File: config.mk
export PLATFORM = sky130hd
export DESIGN_NAME = cosim_xor_misr
export DESIGN_NICKNAME = d
export VERILOG_FILES = /design/src/rtl/cosim_xor_misr.sv
export SDC_FILE = /design/constraint.sdc
export NUM_CORES = 1
export LEC_CHECK = 0
export ABC_CLOCK_PERIOD_IN_PS = 1700
export BUFFER_PORTS_ARGS = -buffer_cell sky130_fd_sc_hd__buf_2
export CORE_ASPECT_RATIO = 2
export CORE_MARGIN = 8
export CORE_UTILIZATION = 44
export CTS_BUF_LIST = sky130_fd_sc_hd__clkbuf_4
export DETAILED_ROUTE_END_ITERATION = 10
export GPL_TIMING_DRIVEN = 1
export PLACE_DENSITY = 0.86
export REMOVE_ABC_BUFFERS = 1
export SLEW_MARGIN = 40
export SYNTH_ARGS = -nofsm -noshare
export SYNTH_HDL_FRONTEND = slang
export SYNTH_SLANG_ARGS = --single-unit
File: constraint.sdc
create_clock -name clk -period 1.7 [get_ports clk]
set_input_delay 0.17 -clock clk [delete_from_list [all_inputs] [get_ports clk]]
set_output_delay 0.17 -clock clk [all_outputs]
set_load 0.01 [all_outputs]
File: src/rtl/cosim_xor_misr.sv
// cosim_xor_misr: folds each WIDTH-bit result vector to SIG_WIDTH bits by XOR
// and compacts NVEC folded values into a MISR signature, handed off over a
// sig_valid/sig_ack handshake.
module cosim_xor_misr #(
  parameter int                   WIDTH     = 128,
  parameter int                   SIG_WIDTH = 32,
  parameter int                   NVEC      = 16,
  parameter logic [SIG_WIDTH-1:0] POLY      = 32'h8000_0062,
  parameter logic [SIG_WIDTH-1:0] SEED      = '0
) (
  input  logic                         clk,
  input  logic                         reset,
  input  logic                         start,
  input  logic                         in_valid,
  output logic                         in_ready,
  input  logic [WIDTH-1:0]             in_data,
  output logic                         sig_valid,
  input  logic                         sig_ack,
  output logic [SIG_WIDTH-1:0]         sig_data,
  output logic                         busy,
  output logic [$clog2(NVEC+1)-1:0]    count
);

  localparam int NSL = WIDTH / SIG_WIDTH;
  localparam int CW  = $clog2(NVEC + 1);

  typedef enum logic [1:0] {S_IDLE, S_ACCUM, S_DONE} state_t;

  state_t               r_state;
  logic [SIG_WIDTH-1:0] r_sig;
  logic [CW-1:0]        r_count;
  logic                 r_in_ready;
  logic                 r_busy;
  logic                 r_sig_valid;

  // XOR fold as a chain across the slices; slice 0 sits at the LSBs.
  logic [NSL:0][SIG_WIDTH-1:0] w_fold_chain;
  logic [SIG_WIDTH-1:0]        w_fold;
  logic                        w_fb;
  logic [SIG_WIDTH-1:0]        w_misr;
  logic                        w_accept;
  logic                        w_last;

  assign w_fold_chain[0] = '0;
  for (genvar g = 0; g < NSL; g++) begin : g_fold
    assign w_fold_chain[g+1] = w_fold_chain[g] ^ in_data[g*SIG_WIDTH +: SIG_WIDTH];
  end
  assign w_fold = w_fold_chain[NSL];

  // Feedback is the parity of the tapped bits; the shift drops the MSB.
  assign w_fb     = ^(r_sig & POLY);
  assign w_misr   = {r_sig[SIG_WIDTH-2:0], w_fb} ^ w_fold;
  assign w_accept = in_valid && r_in_ready;
  assign w_last   = (r_count == CW'(NVEC - 1));

  // Control FSM; Moore outputs are registered next to the state so they
  // always match the state they decode.
  always_ff @(posedge clk) begin
    if (reset) begin
      r_state     <= S_IDLE;
      r_sig       <= '0;
      r_count     <= '0;
      r_in_ready  <= 1'b0;
      r_busy      <= 1'b0;
      r_sig_valid <= 1'b0;
    end else begin
      case (r_state)
        S_IDLE: begin
          if (start) begin
            r_state    <= S_ACCUM;
            r_sig      <= SEED;
            r_count    <= '0;
            r_in_ready <= 1'b1;
            r_busy     <= 1'b1;
          end
        end
        S_ACCUM: begin
          if (w_accept) begin
            r_sig   <= w_misr;
            r_count <= r_count + 1'b1;
            if (w_last) begin
              r_state     <= S_DONE;
              r_in_ready  <= 1'b0;
              r_busy      <= 1'b0;
              r_sig_valid <= 1'b1;
            end
          end
        end
        S_DONE: begin
          // start alongside ack is dropped; a fresh start is needed in IDLE.
          if (sig_ack) begin
            r_state     <= S_IDLE;
            r_sig_valid <= 1'b0;
          end
        end
        default: begin
          r_state     <= S_IDLE;
          r_in_ready  <= 1'b0;
          r_busy      <= 1'b0;
          r_sig_valid <= 1'b0;
        end
      endcase
    end
  end

  assign in_ready  = r_in_ready;
  assign busy      = r_busy;
  assign sig_valid = r_sig_valid;
  assign sig_data  = r_sig;
  assign count     = r_count;

endmodule

==> flow_metrics.py, run 1 <==
metrics = {
    "run_status": {
        "outcome": "complete, no violations",
    },
    "die": {
        "start_util_pct": 45.1,
        "std_cell_rows": 40,
        "pin_count": 173,
        "dieArea_um2": 9010,
        "die_w_um": 71.3,
        "core_area_um2": 5960,
        "die_h_um": 127,
    },
    "final_layout": {
        "area_delta_synth_final_pct": 36.0,
        "n_fill_cell": 521,
        "layout.cells.non_filler": 495,
        "drive_gt1_share_pct": 46.2,
        "num-nets-final": 566,
    },
    "logic_synthesis": {
        "syn_area_um2": 2690,
        "synth-seq-cells": 41,
        "yosys_warnings": 0,
        "seq_area_frac_synth_pct": 30.6,
        "syn_avg_cell_area_um2": 10.4,
        "synthDistinctLibCells": 29,
        "syn_inst": 258,
    },
    "global_route": {
        "grt.busiest_layer": "met2",
        "use_met2_pct": 33.7,
        "grt_max_degree": 33,
        "use_met3_pct": 5.92,
        "track_usage_pct": 16.4,
        "grtUsageMet1_pct": 12.2,
        "antenna_found_initial": 1,
        "overflow": 0,
        "grt_pass1_vias": 2710,
        "grt_pass1_wl_um": 11900,
    },
    "worst_hold_path": {
        "min_path_type": "in -> reg",
    },
    "timing": {
        "hold_viol_final": 0,
        "fin_crit_sh_pct": 92.3,
        "rsz0062_at_grt": "no",
        "setup_violations": 0,
        "tightest_slew_ns": 0.541,
        "fmax_ghz": 0.638,
        "slew_viol_final": 0,
        "max_slew_margin_pct": 63.9,
        "fin_crit_ns": 1.57,
        "fin_skew_ns": 0.00581,
        "setup-tns-final_ns": 0,
    },
    "clock_network": {
        "cts_hold_buf": 0,
        "clock_latency_ns": 0.34,
        "cts_tree": "built",
        "cts.repair.resized": 0,
        "cts.htree.levels": 2,
        "cts_setup_buffers": 0,
        "cts_root_buffer": "clkbuf_4",
        "clk_pin_slew_ns": 0.12,
        "cts_buffers": 5,
        "clock_sinks": 41,
        "cts_buffer_depth": 2,
    },
    "run": {
        "cap_violations": 0,
    },
    "power": {
        "power_density_nw_per_um2": 664,
        "p_leak_nw": 1.64,
        "ir_drop_v": 0.000342,
        "finalPower_w": 0.00243,
    },
    "critical_path": {
        "path_class": "reg -> reg",
        "crit_slowest_cell": "nor2b_4",
        "worstPathRequired_ns": 1.97,
        "cp_max_fo": 17,
        "cpPeakStageDelay_ns": 0.49,
        "crit_family": "simple AND/OR/NAND/NOR gates",
        "path_cells": "nand2b_4, a21o_1, nor2b_4, buf_16, o2bb2ai_1",
        "path_buf_inv": 1,
        "startpoint_type": "flip-flop",
        "cp-end-kind": "flip-flop",
        "crit_arrival_ns": 1.84,
    },
    "drt": {
        "drt_wl_total_um": 7560,
        "vias": 2432,
        "ant_nets": 0,
        "drt_iter0_drc": 62,
        "vias_per_cell": 4.91,
        "routedWlPerCell_um": 15.3,
        "drc": 0,
        "first_pass_iters": 4,
    },
    "placement": {
        "port_buffers": 172,
        "gp_congestion": 0.812,
        "place_inst": 486,
        "dpl.hpwl_um": 6450,
    },
}
## layer usage
metal | wire length [um] | vias up
met2 | 4500 | 90
met4 | 225 | 0
met5 | 0 | -
met3 | 547 | 17
met1 | 2290 | 1120
li1 | - | 1205
## final timing paths
path                                               from                        end  slack (ns)  cells past startpoint
worst max register to register  r_state[0]$_SDFFE_PP0P_  sig_data[29]$_SDFFE_PP0P_        0.13                      5
worst min register to register   sig_valid$_SDFFE_PP0P_     sig_valid$_SDFFE_PP0P_        0.47                      2
worst min-delay path                            sig_ack    r_state[1]$_SDFFE_PP0P_        0.10                      4
worst max-delay path            r_state[0]$_SDFFE_PP0P_  sig_data[29]$_SDFFE_PP0P_        0.13                      5
## cells in the mapped netlist (all sizes together)
cell     count  share of area [%]
a21oi        6                1.1
nor3         3               0.56
nand4        1               0.23
nor2         7               0.98
o21ai        3               0.56
dfxtp       41                 31
ha           2               0.93
and3         1               0.23
or3          2               0.47
o21bai       1               0.28
nand2        4               0.56
xor2        34                 11
clkbuf       1               0.19
a22oi        1               0.28
a211oi       1               0.28
inv          2               0.28
nand3        2               0.56
xnor2       98                 32
buf         11                4.0
nand2b       2               0.75
o2bb2ai     32                 13
a21o         1               0.28
nor2b        1               0.51
and4b        1               0.37
## stage by stage
step                instance area, um2  worst slack, ns  hold slack, ns  util, %
global route                      3650           0.0494           0.105     61.3
finish                            3650            0.132           0.102     61.3
CTS                               3620          0.00225          0.0911     60.8
floorplan                         2570           0.0706           0.239        -
global placement                  3550            0.136           0.453     59.6
detailed placement                3550           0.0289           0.463     59.6
## registers in the layout, summed over array words and instances, names as in the netlist
signal,cells
count,5
sig_valid,1
r_state,2
sig_data,32
busy,1
## layout make-up
| class | count | area (um2) | area share [%] |
|---|---|---|---|
| antenna | 1 | 2.50 | 0.0685 |
| clock buffer | 5 | 37.5 | 1.03 |
| clock inverter | 2 | 35.0 | 0.959 |
| inverter | 2 | 7.51 | 0.205 |
| multi-input combinational | 203 | 1750 | 47.8 |
| sequential | 41 | 821 | 22.5 |
| tap | 63 | 78.8 | 2.16 |
| timing repair buffer | 178 | 926 | 25.3 |
## worst reg2reg max path, stage by stage (launching register included)
cell and delay (ns):
dfxtp_1 0.39, nand2b_4 0.14, a21o_1 0.14, nor2b_4 0.49, buf_16 0.22, o2bb2ai_1 0.13
## power by group
group / switching [W] / internal, W / leakage (nW)
Combinational: 0.000356 / 0.000451 / 1.27
Sequential: 0.0000263 / 0.000985 / 0.332
Clock: 0.000307 / 0.000300 / 0.0411
## layout by cell type, fill, tap and decap left out
master and count:
and4b_1 1, nor3_1 3, nor2_1 7, bufinv_16 1, o2bb2ai_2 11, a211oi_1 1
nor2b_4 1, nand2b_4 1, xor2_1 34, dfxtp_1 41, diode_2 1, and3_1 1
xnor2_1 98, ha_1 2, a21oi_1 6, o21bai_1 1, clkbuf_4 5, a21o_1 1
nand2b_1 1, clkinv_2 1, nand4_1 1, or3_1 2, buf_4 5, inv_1 2
buf_16 1, nand2_1 4, o21ai_0 3, buf_2 172, a22oi_1 1, nand3_1 1
nand3_2 1, o2bb2ai_1 21
## kinds of logic after synthesis
| family | share of synthesized area, % |
|---|---|
| buffers and inverters | 4.47 |
| AOI/OAI and AO/OA | 15.8 |
| DFF | 30.6 |
| adders and majority gates | 0.931 |
| and+or+nand+nor | 5.22 |
| xor gates and xnor gates | 43.0 |
Power figures use the tool's default switching activity.
==> inputs of run 2 (changes only) <==
- PLACE_DENSITY: 0.86 -> 0.93
==> run 2 against run 1 <==
Hold slack better by 0.022 ns. Register-to-register slack better by 0.03 ns. Clock power fell by 26%. Total power shrank 6.6%. Count of clock-buffer cells in the layout stayed put. Core utilization is 0.74 points lower. Combinational power down 0.9%. Global-route usage grew 0.64 points. Sequential power hardly changed. Critical path depth decreased by 1. First-iteration DRC count did not move. Critical endpoint is now sig_data[24]$_SDFFE_PP0P_. Largest power group unchanged. Highest routed layer unchanged.
==> flow_metrics.py, run 2 (synthesis results as in run 1) <==
metrics = {
    "die": {
        "dieArea_um2": 9010,
        "core_area_um2": 5960,
        "start_util_pct": 45.1,
        "std_cell_rows": 40,
        "pin_count": 173,
        "die_h_um": 127,
        "die_w_um": 71.3,
    },
    "clock_network": {
        "cts_root_buffer": "clkbuf_4",
        "cts_setup_buffers": 0,
        "clock_sinks": 41,
        "cts_buffers": 5,
        "cts_buffer_depth": 2,
        "clk_pin_slew_ns": 0.12,
        "cts.htree.levels": 2,
        "clock_latency_ns": 0.34,
        "cts_hold_buf": 0,
        "cts_tree": "built",
    },
    "timing": {
        "tightest_slew_ns": 0.560,
        "fin_crit_sh_pct": 90.2,
        "rsz0062_at_grt": "no",
        "fin_crit_ns": 1.53,
        "max_slew_margin_pct": 62.6,
        "setup_violations": 0,
        "slew_viol_final": 0,
        "fin_skew_ns": 0.00816,
        "whs_ns": 0.123,
        "fmax_ghz": 0.652,
        "hold_viol_final": 0,
    },
    "final_layout": {
        "n_fill_cell": 527,
        "area_delta_synth_final_pct": 34.4,
        "layout_common_cells": "172 x buf_2, 98 x xnor2_1, 41 x dfxtp_1",
        "largest_register_ffs": 32,
        "num-nets-final": 565,
        "final_common_cell": "buf_2",
        "drive_gt1_share_pct": 45.7,
    },
    "power": {
        "power_density_nw_per_um2": 628,
        "power_frac_comb_pct": 35.3,
        "p_leak_nw": 1.62,
        "power_switching_w": 0.000687,
        "finalPower_w": 0.00227,
        "switching_share_pct": 30.3,
        "clkPwrFrac_pct": 19.9,
        "internal_power_w": 0.00158,
        "ir_drop_v": 0.000291,
        "p_seq_share_pct": 44.8,
    },
    "drt": {
        "ant_nets": 0,
        "vias_per_cell": 4.90,
        "vias": 2425,
        "drt_wl_total_um": 7800,
        "first_pass_iters": 4,
        "routedWlPerCell_um": 15.8,
        "drt_iter0_drc": 62,
        "drc": 0,
    },
    "worst_hold_path": {
        "hp-start": "sig_ack",
        "min_path_type": "in -> reg",
    },
    "critical_path": {
        "worstPathRequired_ns": 1.98,
        "crit_arrival_ns": 1.82,
        "r2r-start": "r_state[0]$_SDFFE_PP0P_",
        "cpPeakStageDelay_ns": 0.52,
        "path_buf_inv": 0,
        "crit_family": "simple AND/OR/NAND/NOR gates",
        "crit_slowest_cell": "nor2b_4",
        "startpoint_type": "flip-flop",
        "cp_max_fo": 16,
        "crit_start": "r_state[0]$_SDFFE_PP0P_",
        "cp-end-kind": "flip-flop",
        "path_cells": "nand2b_4, a21o_1, nor2b_4, o2bb2ai_1",
        "path_class": "reg -> reg",
    },
    "global_route": {
        "grt_max_degree": 33,
        "grt_pass1_wl_um": 12400,
        "track_usage_pct": 17.0,
        "overflow": 0,
        "antenna_found_initial": 1,
        "grt_pass1_vias": 2796,
    },
    "run_status": {
        "outcome": "complete, no violations",
    },
    "placement": {
        "dpl.hpwl_um": 6580,
        "gp_congestion": 0.747,
        "port_buffers": 172,
    },
    "run": {
        "cap_violations": 0,
    },
}
[run 2: cell count changes in the layout (fill, tap and decap cells not counted)]
cell,previous run,this run
buf_16,1,0
nor2b_4,1,2
buf_4,5,4
clkinv_1,0,2
bufinv_16,1,0
[run 2: worst paths after layout]
path                                             endpoint  slack (ns)  cells after the start
worst max register to register  sig_data[24]$_SDFFE_PP0P_        0.17                      4
worst min register to register     sig_valid$_SDFFE_PP0P_        0.48                      2
worst min-delay path              r_state[1]$_SDFFE_PP0P_        0.12                      4
worst max-delay path            sig_data[24]$_SDFFE_PP0P_        0.17                      4
[run 2: power by group through the flow]
stage	registers (W)	logic, W	clock network, W
2_1_floorplan	0.00104	0.000508	0
3_3_place_gp	0.00103	0.000769	0
3_5_place_dp	0.00104	0.000800	0
4_1_cts	0.00101	0.000812	0.000469
5_1_grt	0.00102	0.000873	0.000508
6_report	0.00101	0.000800	0.000452
[run 2: area by class of cell]
cell class              instances  area, um2  share of cell area, %
repair buffers                176        891                   24.7
multi-input cells             204       1760                   48.7
clock inverters                 3       12.5                  0.347
inverters                       2       7.51                  0.208
well taps                      63       78.8                   2.18
clock buffers                   5       37.5                   1.04
flip-flops and latches         41        821                   22.7
diodes                          1       2.50                 0.0693
[run 2: through the flow]
step | cells | util (%) | setup slack (ns) | setup TNS, ns | instance area [um2]
finish | 495 | 60.6 | 0.166 | 0 | 3610
global route | 495 | 60.6 | 0.0881 | 0 | 3610
CTS | 494 | 60.6 | 0.167 | 0 | 3610
detailed placement | 485 | 59.5 | -0.0399 | -0.295 | 3540
global placement | 485 | 59.5 | 0.0841 | 0 | 3540
floorplan | 246 | - | 0.0706 | 0 | 2570
[run 2: layer usage]
metal | GRT usage, % | part of all wire [%]
met1 | 14.1 | 32
met4 | 8.28 | 2.8
met3 | 5.45 | 6.7
met2 | 33.7 | 59
met5 | 0 | 0
[run 2: worst reg2reg max path, cell delays in order, from the launching register on]
cell,delay (ns)
dfxtp_1,0.46
nand2b_4,0.17
a21o_1,0.16
nor2b_4,0.52
o2bb2ai_1,0.17
[run 2: repair_timing]
item / 4_1_cts / 5_1_grt
hold endpoints to repair: 0 / 0
setup endpoints to repair: 26 / 0
resized for setup: 1 / 0
==> inputs of run 3 (changes only) <==
- ABC_AREA: unset -> 1
- CORE_UTILIZATION: 44 -> 49
- PLACE_DENSITY: 0.93 -> 0.94
==> run 3 against run 2 <==
Fmax is 2.0% higher. Non-clock buffer count is 2 higher. Total power is 12% higher. Wire length is 29% higher. Combinational power is 9.1% higher. Worst setup slack better by 0.030 ns. Critical endpoint is now sig_valid$_SDFFE_PP0P_. Largest power group unchanged.
==> flow_metrics.py, run 3 <==
metrics = {
    "run_status": {
        "outcome": "complete, no violations",
    },
    "clock_network": {
        "cts_hold_buf": 0,
        "cts_setup_buffers": 0,
        "clock_latency_ns": 0.37,
        "clk_pin_slew_ns": 0.13,
        "cts_root_buffer": "clkbuf_4",
        "cts_buffer_depth": 2,
        "cts_tree": "built",
        "clock_sinks": 41,
        "cts.repair.resized": 0,
        "cts.htree.levels": 2,
        "cts_buffers": 5,
    },
    "final_layout": {
        "final_area_um2": 4710,
        "area_delta_synth_final_pct": 28.6,
        "n_fill_cell": 688,
        "final_common_cell": "nand2_1",
        "layout.cells.non_filler": 906,
        "multi_input_area_um2": 2360,
        "largest_register_ffs": 32,
        "post-route-util_pct": 64.9,
        "layout_common_cells": "277 x nand2_1, 172 x buf_2, 111 x inv_1",
        "num-nets-final": 947,
        "regArea_um2": 821,
        "drive_gt1_share_pct": 23.5,
    },
    "die": {
        "die_h_um": 138,
        "core_area_um2": 7270,
        "pin_count": 173,
        "die_w_um": 77.2,
        "dieArea_um2": 10700,
        "std_cell_rows": 44,
        "start_util_pct": 50.4,
    },
    "timing": {
        "max_slew_margin_pct": 78.5,
        "fmax_ghz": 0.665,
        "slew_viol_final": 0,
        "tightest_slew_ns": 0.321,
        "fin_crit_sh_pct": 88.5,
        "setup-tns-final_ns": 0,
        "fin_crit_ns": 1.50,
        "layout_setup_ws_ns": 0.196,
        "setup_violations": 0,
        "rsz0062_at_grt": "no",
        "hold_viol_final": 0,
        "fin_skew_ns": 0.0123,
    },
    "power": {
        "switching_share_pct": 33.7,
        "clkPwrFrac_pct": 26.0,
        "p_leak_nw": 2.73,
        "internal_power_w": 0.00169,
        "ir_drop_v": 0.000492,
        "power_switching_w": 0.000859,
        "p_seq_share_pct": 39.7,
        "power_frac_comb_pct": 34.3,
        "power_density_nw_per_um2": 541,
    },
    "drt": {
        "drt_iter0_drc": 219,
        "vias": 4296,
        "vias_per_cell": 4.74,
        "first_pass_iters": 4,
        "routedWlPerCell_um": 11.1,
        "drt_wl_total_um": 10000,
        "ant_nets": 0,
        "drc": 0,
    },
    "critical_path": {
        "crit_arrival_ns": 1.82,
        "cp_max_fo": 4,
        "path_buf_inv": 1,
        "path_class": "reg -> reg",
        "critPathMostFrequentCell": "ha_1",
        "cpPeakStageDelay_ns": 0.39,
        "startpoint_type": "flip-flop",
        "cp-end-kind": "flip-flop",
        "path_cells": "ha_1, nand2_1, nor2_1, ha_1, inv_1, o21ai_0, nand4_1, a21oi_1",
        "crit_slowest_cell": "dfxtp_1",
        "worstPathRequired_ns": 2.01,
        "crit_family": "flip-flops",
    },
    "global_route": {
        "antenna_found_initial": 1,
        "track_usage_pct": 18.9,
        "grt_pass1_vias": 4361,
        "overflow": 0,
        "grt_max_degree": 19,
        "grt_pass1_wl_um": 17300,
    },
    "logic_synthesis": {
        "synth_edf_count": 0,
        "synth_common_cells": "277 x nand2_1, 111 x inv_1, 41 x dfxtp_1",
        "syn_avg_cell_area_um2": 5.74,
        "synthArstFlopShare_pct": 0,
        "synth_flop_cell": "dfxtp_1",
        "ys_top_cells_by_area": "nand2_1 28%, dfxtp_1 22%, inv_1 11%, xnor2_1 7.9%, xor2_1 7.4%",
        "yosys_warnings": 0,
        "yosysMostFrequentCell": "nand2_1",
        "seq_area_frac_synth_pct": 22.4,
        "synthDistinctLibCells": 24,
        "synth-seq-cells": 41,
        "syn_inst": 639,
        "yosys.area.top_type": "nand2_1",
        "synth.top_cell.area_share_pct": 28.4,
        "syn_area_um2": 3670,
    },
    "worst_hold_path": {
        "min_path_type": "in -> reg",
    },
    "run": {
        "cap_violations": 0,
    },
    "placement": {
        "dp_slack_ns": 0.240,
        "place_inst": 897,
        "gp_congestion": 0.860,
        "port_buffers": 172,
        "place_area_um2": 4630,
        "dpl.hpwl_um": 8740,
    },
}
==> run 3: cell types whose count changed in the layout (fill, tap and decap cells not counted), sizes merged, moves of 32 or more <==
cell / delta
a21oi: +35
nand2: +274
o2bb2ai: -32
xnor2: -65
nand3: +33
inv: +110
==> run 3: worst reg2reg max path: stages (launching register included) <==
cell and delay, ns:
dfxtp_1 0.39, ha_1 0.17, nand2_1 0.07, nor2_1 0.09, ha_1 0.14, inv_1 0.04, o21ai_0 0.22, nand4_1 0.16
a21oi_1 0.16
==> run 3: final cells by class <==
class	count	area share, %
Clock buffer	5	0.796
Clock inverter	3	0.982
Timing Repair Buffer	178	19.2
Multi-Input combinational cell	474	50.2
Tap cell	92	2.44
Inverter	112	8.92
Sequential cell	41	17.4
Antenna cell	1	0.0531
==> run 3: cell families after synthesis <==
logic type               share of synthesized area, %
buffers and inverters                            13.4
XOR/XNOR                                         15.3
AND/OR/NAND/NOR                                  41.8
adder cells (fa/ha/maj)                         0.682
AO/OA/AOI/OAI                                    6.38
flip-flops                                       22.4
==> run 3: through the flow <==
| step | total power, W | hold slack [ns] |
|---|---|---|
| after floorplan | 0.00155 | 0.239 |
| after global routing | 0.00275 | 0.0373 |
| final | 0.00255 | 0.0645 |
| after CTS | 0.00257 | 0.0548 |
| after detailed placement | 0.00191 | 0.457 |
| after global placement | 0.00188 | 0.465 |
==> run 3: final timing paths <==
kind	start	end	slack, ns	depth (start not counted)
worst max-delay path	count[1]$_SDFFE_PP0P_	sig_valid$_SDFFE_PP0P_	0.20	8
worst min-delay path	reset	sig_data[23]$_SDFFE_PP0P_	0.06	2
worst max register to register	count[1]$_SDFFE_PP0P_	sig_valid$_SDFFE_PP0P_	0.20	8
worst min register to register	sig_valid$_SDFFE_PP0P_	sig_valid$_SDFFE_PP0P_	0.47	2
==> run 3: power groups by stage <==
stage                     clock, W  combinational, W  sequential [W]
after floorplan                  0          0.000508         0.00104
after detailed placement         0          0.000876         0.00103
after global routing      0.000727           0.00100         0.00102
after global placement           0          0.000846         0.00103
final                     0.000663          0.000873         0.00101
after CTS                 0.000677          0.000880         0.00101
==> run 3: per-layer routing <==
layer | vias to the layer above | track usage, % | wire length [um] | part of all wire, %
met5 | - | 0 | 0 | 0
met4 | 0 | 8.82 | 290 | 2.9
met3 | 24 | 5.71 | 597 | 5.9
li1 | 2278 | - | - | -
met1 | 1876 | 15.8 | 3510 | 35
met2 | 118 | 37.9 | 5650 | 56
